File: src/rtl/timer_ctrl_if.sv
// Button, datapath-status and digit-control signals between the timer
// sequencer (slave) and its surroundings (master: debounce front end / digit chain).
interface timer_ctrl_if;
  logic       btn_start;
  logic       btn_pause;
  logic       btn_stop;
  logic       btn_set;
  logic       mode_up;
  logic       cnt_zero;
  logic       cnt_max;
  logic       tick;
  logic       set_time;
  logic       run;
  logic       pause;
  logic       stop;
  logic       UpOrDown;
  logic       alarm;
  logic [2:0] state;

  modport master (
    output btn_start, btn_pause, btn_stop, btn_set, mode_up, cnt_zero, cnt_max,
    input  tick, set_time, run, pause, stop, UpOrDown, alarm, state
  );

  modport slave (
    input  btn_start, btn_pause, btn_stop, btn_set, mode_up, cnt_zero, cnt_max,
    output tick, set_time, run, pause, stop, UpOrDown, alarm, state
  );
endinterface

File: src/rtl/timer_ctrl.sv
// Sequencer for the BCD timer: button FSM, count-tick prescaler, direction latch, alarm.
// Define TIMER_CTRL_AUTORELOAD_EN to reload the digits on terminal count instead of expiring.
module timer_ctrl #(
  parameter int TICK_DIV     = 50,
  parameter int ALARM_CYCLES = 8
) (
  input  logic        Clk,
  input  logic        reset,
  timer_ctrl_if.slave bus
);
  localparam int PW = $clog2(TICK_DIV);
  localparam int AW = (ALARM_CYCLES > 1) ? $clog2(ALARM_CYCLES) : 1;
  localparam logic [PW-1:0] PRESC_LAST = PW'(TICK_DIV - 1);
  localparam logic [AW-1:0] ALARM_LAST = AW'(ALARM_CYCLES - 1);
`ifdef TIMER_CTRL_AUTORELOAD_EN
  localparam bit AUTORELOAD = 1'b1;
`else
  localparam bit AUTORELOAD = 1'b0;
`endif

  typedef enum logic [2:0] {
    S_IDLE    = 3'd0,
    S_LOAD    = 3'd1,
    S_RUN     = 3'd2,
    S_PAUSED  = 3'd3,
    S_EXPIRED = 3'd4,
    S_STOPPED = 3'd5
  } state_t;

  state_t        r_state, w_next;
  logic [PW-1:0] r_presc, w_presc;
  logic [AW-1:0] r_alarm_cnt, w_alarm_cnt;
  logic          r_up, w_up;
  logic          r_tick, r_set_time, r_run, r_pause, r_stop, r_alarm;
  logic          w_tick, w_reload, w_alarm_load, w_adv, w_term, w_alarm, w_keep_alarm;

  assign w_term = r_up ? bus.cnt_max : bus.cnt_zero;

  // Next state: only the highest-priority pressed button is considered (stop > set > pause > start).
  always_comb begin
    w_next       = r_state;
    w_presc      = r_presc;
    w_up         = r_up;
    w_tick       = 1'b0;
    w_reload     = 1'b0;
    w_alarm_load = 1'b0;
    w_adv        = 1'b0;
    case (r_state)
      S_IDLE: begin
        if (bus.btn_stop) begin
          w_next = S_IDLE;
        end else if (bus.btn_set) begin
          w_next = S_LOAD;
        end else if (bus.btn_pause) begin
          w_next = S_IDLE;
        end else if (bus.btn_start) begin
          w_next  = S_RUN;
          w_up    = bus.mode_up;
          w_presc = '0;
        end else begin
          w_next = S_IDLE;
        end
      end
      S_LOAD: begin
        w_next = S_IDLE;
        w_up   = bus.mode_up;
      end
      S_RUN: begin
        if (bus.btn_stop) begin
          w_next = S_STOPPED;
        end else if (bus.btn_pause && !bus.btn_set) begin
          w_next = S_PAUSED;
        end else begin
          w_adv = 1'b1;
        end
      end
      S_PAUSED: begin
        if (bus.btn_stop) begin
          w_next = S_STOPPED;
        end else if (bus.btn_set) begin
          w_next = S_PAUSED;
        end else if (bus.btn_pause || bus.btn_start) begin
          w_adv = 1'b1;
        end else begin
          w_next = S_PAUSED;
        end
      end
      S_EXPIRED: begin
        if (bus.btn_stop) begin
          w_next = S_IDLE;
        end else if (bus.btn_set) begin
          w_next = S_LOAD;
        end else begin
          w_next = S_EXPIRED;
        end
      end
      S_STOPPED: begin
        if (bus.btn_stop) begin
          w_next = S_STOPPED;
        end else if (bus.btn_set) begin
          w_next = S_LOAD;
        end else begin
          w_next = S_STOPPED;
        end
      end
      default: begin
        w_next = S_IDLE;
      end
    endcase

    // A counting edge (in RUN, or the edge resuming from PAUSED) advances the prescaler.
    if (w_adv) begin
      w_next = S_RUN;
      if (r_presc == PRESC_LAST) begin
        w_presc = '0;
        if (w_term) begin
          w_alarm_load = 1'b1;
          if (AUTORELOAD) begin
            w_reload = 1'b1;
          end else begin
            w_next = S_EXPIRED;
          end
        end else begin
          w_tick = 1'b1;
        end
      end else begin
        w_presc = r_presc + PW'(1);
      end
    end else begin
      w_presc = w_presc;
    end
  end

  assign w_keep_alarm = AUTORELOAD ? 1'b1 : (w_next == S_EXPIRED);

  // Alarm window: counter holds the number of high cycles still owed after the current one.
  always_comb begin
    w_alarm     = 1'b0;
    w_alarm_cnt = '0;
    if (w_alarm_load) begin
      w_alarm     = 1'b1;
      w_alarm_cnt = ALARM_LAST;
    end else if (r_alarm && (r_alarm_cnt != '0) && w_keep_alarm) begin
      w_alarm     = 1'b1;
      w_alarm_cnt = r_alarm_cnt - AW'(1);
    end else begin
      w_alarm     = 1'b0;
      w_alarm_cnt = '0;
    end
  end

  // State, datapath registers and Moore outputs.
  always_ff @(posedge Clk or posedge reset) begin
    if (reset) begin
      r_state     <= S_IDLE;
      r_presc     <= '0;
      r_alarm_cnt <= '0;
      r_up        <= 1'b1;
      r_tick      <= 1'b0;
      r_set_time  <= 1'b0;
      r_run       <= 1'b0;
      r_pause     <= 1'b0;
      r_stop      <= 1'b0;
      r_alarm     <= 1'b0;
    end else begin
      r_state     <= w_next;
      r_presc     <= w_presc;
      r_alarm_cnt <= w_alarm_cnt;
      r_up        <= w_up;
      r_tick      <= w_tick;
      r_set_time  <= (w_next == S_LOAD) || w_reload;
      r_run       <= (w_next == S_RUN) || (w_next == S_PAUSED);
      r_pause     <= (w_next == S_PAUSED);
      r_stop      <= (w_next == S_STOPPED);
      r_alarm     <= w_alarm;
    end
  end

  assign bus.tick     = r_tick;
  assign bus.set_time = r_set_time;
  assign bus.run      = r_run;
  assign bus.pause    = r_pause;
  assign bus.stop     = r_stop;
  assign bus.UpOrDown = r_up;
  assign bus.alarm    = r_alarm;
  assign bus.state    = r_state;
endmodule

File: src/flat_wrapper.sv
// flat-port wrapper written by rule: the top's interface ports become plain ports
module timer_ctrl_flat 
#(
  parameter int TICK_DIV     = 50,
  parameter int ALARM_CYCLES = 8
)
  (Clk, reset, bus_btn_start, bus_btn_pause, bus_btn_stop, bus_btn_set, bus_mode_up, bus_cnt_zero, bus_cnt_max, bus_tick, bus_set_time, bus_run, bus_pause, bus_stop, bus_UpOrDown, bus_alarm, bus_state);
  timer_ctrl_if bus_i ();
  input  logic Clk;
  input  logic reset;
  input wire logic [$bits(bus_i.btn_start)-1:0] bus_btn_start;
  input wire logic [$bits(bus_i.btn_pause)-1:0] bus_btn_pause;
  input wire logic [$bits(bus_i.btn_stop)-1:0] bus_btn_stop;
  input wire logic [$bits(bus_i.btn_set)-1:0] bus_btn_set;
  input wire logic [$bits(bus_i.mode_up)-1:0] bus_mode_up;
  input wire logic [$bits(bus_i.cnt_zero)-1:0] bus_cnt_zero;
  input wire logic [$bits(bus_i.cnt_max)-1:0] bus_cnt_max;
  output wire logic [$bits(bus_i.tick)-1:0] bus_tick;
  output wire logic [$bits(bus_i.set_time)-1:0] bus_set_time;
  output wire logic [$bits(bus_i.run)-1:0] bus_run;
  output wire logic [$bits(bus_i.pause)-1:0] bus_pause;
  output wire logic [$bits(bus_i.stop)-1:0] bus_stop;
  output wire logic [$bits(bus_i.UpOrDown)-1:0] bus_UpOrDown;
  output wire logic [$bits(bus_i.alarm)-1:0] bus_alarm;
  output wire logic [$bits(bus_i.state)-1:0] bus_state;
  assign bus_i.btn_start = bus_btn_start;
  assign bus_i.btn_pause = bus_btn_pause;
  assign bus_i.btn_stop = bus_btn_stop;
  assign bus_i.btn_set = bus_btn_set;
  assign bus_i.mode_up = bus_mode_up;
  assign bus_i.cnt_zero = bus_cnt_zero;
  assign bus_i.cnt_max = bus_cnt_max;
  assign bus_tick = bus_i.tick;
  assign bus_set_time = bus_i.set_time;
  assign bus_run = bus_i.run;
  assign bus_pause = bus_i.pause;
  assign bus_stop = bus_i.stop;
  assign bus_UpOrDown = bus_i.UpOrDown;
  assign bus_alarm = bus_i.alarm;
  assign bus_state = bus_i.state;
  timer_ctrl #(.TICK_DIV(TICK_DIV), .ALARM_CYCLES(ALARM_CYCLES)) u_core (.Clk(Clk), .reset(reset), .bus(bus_i));
endmodule
File: config.mk
export PLATFORM = sky130hd
export DESIGN_NAME = timer_ctrl_flat
export DESIGN_NICKNAME = d
export VERILOG_FILES = /design/src/rtl/timer_ctrl_if.sv /design/src/rtl/timer_ctrl.sv /design/src/flat_wrapper.sv
export SDC_FILE = /design/constraint.sdc
export NUM_CORES = 1
export LEC_CHECK = 0
export CORE_MARGIN = 4
export CORE_UTILIZATION = 48
export CTS_BUF_LIST = sky130_fd_sc_hd__clkbuf_4 sky130_fd_sc_hd__clkbuf_8
export DETAILED_ROUTE_END_ITERATION = 7
export PLACE_DENSITY_LB_ADDON = 0.3
export SETUP_SLACK_MARGIN = 0.3
export SLEW_MARGIN = 20
export SYNTH_ARGS = -nofsm -noshare
export SYNTH_HDL_FRONTEND = slang
export SYNTH_SLANG_ARGS = --single-unit
File: constraint.sdc
create_clock -name Clk -period 1.7 [get_ports Clk]
set_input_delay 0.34 -clock Clk [delete_from_list [all_inputs] [get_ports Clk]]
set_output_delay 0.34 -clock Clk [all_outputs]
set_load 0.02 [all_outputs]
==> impl_results.md <==
- Post-synth EDFFs: 0
- Via Count: 1170
- Pwr/cell area: 586.6 nW/um^2
- IO Port Bufs: 18
- Crit end category: register
- Failing checks: negative setup slack
- Global route total overflow: 0
- Seq/Total Area, Yosys: 45.52%
- Initial cell density of the core: 51.79%
- Fmax: 571.7 MHz
- Area delta synth->final: 67.86%
- Number of global-route vias before repair: 1096
- Total CTS buffers: 3
- HP Class: in2async
- CP max-delay cell: dfrtp_2
- Internal: 0.0007063 W
- WP buf/inv: 4
- Crit-path max cell delay: 0.45 ns
- Max Clock Skew: 0.001769 ns
- Clock root cell: clkbuf_4
- Drt drc: 0
- First DRT Iteration DRCs: 55
- Slew Limit Fails: 0
- Clock power share: 22.7%
- Synth Register Bits: 19
- Max transition margin: 35.47%
- Combinational share of power: 28.7%
- Max clock buf depth: 2
- Final Critical Period: 1.749 ns
- Most used cell, CP: buf_6
- Switching Fraction: 31.51%
- Yosys warns: 0
- Placement Rows: 16
- CTS tree: built
- Met3 wire len: 345 microns
- Prevailing post-synth register cell: dfrtp_1
- Met1 WL: 1390 microns
- Peak supply drop: 0.6220 mV
- Gpl congestion: 0.7992
- Die Y-Extent: 54.71 microns
- Fin nets: 170
- Die area: 2993 sq um
- Htree depth: 1
- Synth area leaders: dfrtp_1 (43%), ha_1 (6.0%), nand3_1 (5.3%)
- Routed wl met2: 1879 microns
- Routed WL per cell: 21.20 microns
- First-pass GRT wire length: 4940 microns
- Setup slack after layout: -0.04927 ns
- Layout cells sized above 1: 48.39%
- Post-synth top cells: dfrtp_1 (18), nand3_1 (11), inv_1 (8)
- Vias per cell: 6.429
- Post-route ant nets: 0
- Mapped Nets: 122
- Chip Width: 54.71 microns
- Top Family by Delay on Critical Path: buffers and inverters
- CORE AREA: 2022 sq um
- DP Cell Count: 165
- Pin count of the biggest net entering global routing: 20
- Hold Worst Slack: 0.3424 ns
- RSZ-0062 raised after global routing: true
- Final WL: 3858 microns
- Max-cap viol count: 0
- Setup violations, final: 8
- CP Class: reg2reg
- Diode count: 0
- Cell with the most instances after synthesis: dfrtp_1
- Worst skew pair latency: 0.30 ns
- Number of fill cells in the layout: 91
- Outcome: complete, but fails checks
- Synthesized instance count: 108
- GRT Overall Usage: 23.46%
- Initial antenna violation count: 0
- Worst EP arrival: 1.94 ns
- Psw: 0.0003249 W
- Leakage: 0.7857 nW
- Clock Sinks: 19
- Final worst-path cycle share: 102.9%
- Area leader, netlist: dfrtp_1
- Critical Path Start Type: register
- CP Cell Sequence: inv_2 -> ha_4 -> nand4bb_4 -> buf_6 -> buf_6 -> a211oi_4 -> buf_6 -> nand4_1 -> o311ai_1
- Yosys top cell area share: 43.01%
- Ports: 19
- Worst-Margin Slew: 0.9578 ns
- Fin cells: 182
- Fin util: 86.94%
- Drt first pass iters: 4
- Clock transition at path regs: 0.11 ns
- Synth cell types: 34
- Critical Path RT: 1.89 ns
- Crit Path Max Fanout: 7
- Seq pwr share: 48.7%
- Avg Cell Area, Syn: 9.697 sq um
- Post-DP HPWL: 1844 microns
- Worst slack, placed: -0.3496 ns
- Hold Violations, Final: 0
- Synth async-reset ratio: 100.0%
- Highest Signal Layer: met4
- Mapped cell area: 1047 sq um
-- timing repair --
item / 4_1_cts / 5_1_grt
setup endpoints to repair: 29 / 20
pin swaps: 6 / 9
gates resized for setup: 57 / 27
buffers inserted: 9 / 4
hold buffers: 0 / 0
-- layer usage --
metal	up-vias	track usage, %
met4	0	10.37
met3	35	5.995
li1	491	-
met1	539	23.80
met2	105	44.09
met5	-	0
-- cell type report --
type / instances / area (sq um) / area share [%]
repair buffers: 47 / 419.2 / 23.84
inverters: 8 / 30.03 / 1.708
clock buffers: 3 / 22.52 / 1.281
well taps: 27 / 33.78 / 1.922
flip-flops and latches: 19 / 480.5 / 27.33
multi-input cells: 77 / 767.0 / 43.63
clock inverters: 1 / 5.005 / 0.2847
-- per-stage QoR --
stage,area (sq um),setup TNS [ns],total power [W]
floorplan,1069,0,0.0006247
global placement,1374,-3.630,0.0007186
global route,1758,-0.8346,0.001072
finish,1758,-0.2374,0.001031
detailed placement,1374,-4.439,0.0007211
CTS,1588,-0.06964,0.0009714
-- placed cells by master, fill, tap and decap left out, types with 3 or more instances in the layout --
cell type	synthesis	layout
nor2_1	6	5
dfrtp_2	0	3
o41ai_2	0	3
nand4_1	3	3
dlygate4sd2_1	0	9
dfrtp_1	18	15
nand2_1	7	5
buf_4	0	20
nor2b_4	0	3
clkbuf_4	0	3
clkdlybuf4s50_1	0	5
buf_6	1	11
inv_1	8	7
ha_1	5	4
nand3_1	11	10
-- kinds of logic after synthesis --
logic type | synth area share (%)
compound gates | 16.49
fa+ha+maj | 5.974
xor+xnor | 0.8365
buf+inv | 5.137
flops | 45.52
simple gates | 23.90
mux | 2.150
-- power groups by stage --
stage          logic [W]  clock network [W]  registers (W)
2_1_floorplan  0.0000979                  0       0.000527
3_3_place_gp    0.000211                  0       0.000507
3_5_place_dp    0.000213                  0       0.000508
4_1_cts         0.000248           0.000225       0.000499
5_1_grt         0.000312           0.000255       0.000505
6_report        0.000296           0.000234       0.000502
-- worst reg2reg max path, stage by stage (launching register included) --
cell and delay (ns):
dfrtp_2 0.45, inv_2 0.08, ha_4 0.13, nand4bb_4 0.13, buf_6 0.14, buf_6 0.11, a211oi_4 0.19, buf_6 0.17
nand4_1 0.12, o311ai_1 0.12
-- state kept, by name, indices dropped and copies added (netlist names) --
signal,count
u_core.bus.UpOrDown,1
u_core.bus.alarm,1
u_core.bus.pause,1
u_core.bus.run,1
u_core.bus.set_time,1
u_core.bus.state,3
u_core.bus.stop,1
u_core.bus.tick,1
u_core.r_alarm_cnt,3
u_core.r_presc,6
-- final timing paths --
path | start | endpoint | slack, ns | cells past startpoint
setup / recovery | u_core.bus.state[2] | u_core.r_presc[4] | -0.05 | 9
hold / removal | reset | u_core.r_alarm_cnt[1] | 0.34 | 3
setup reg to reg | u_core.bus.state[2] | u_core.r_presc[4] | -0.05 | 9
hold reg to reg | u_core.r_alarm_cnt[0] | u_core.r_alarm_cnt[0] | 0.50 | 1
max in group asynchronous | reset | u_core.bus.UpOrDown | 1.10 | 3
min in group Clk | u_core.r_alarm_cnt[0] | u_core.r_alarm_cnt[0] | 0.50 | 1
No activity file was read; power rests on OpenSTA's default activity.
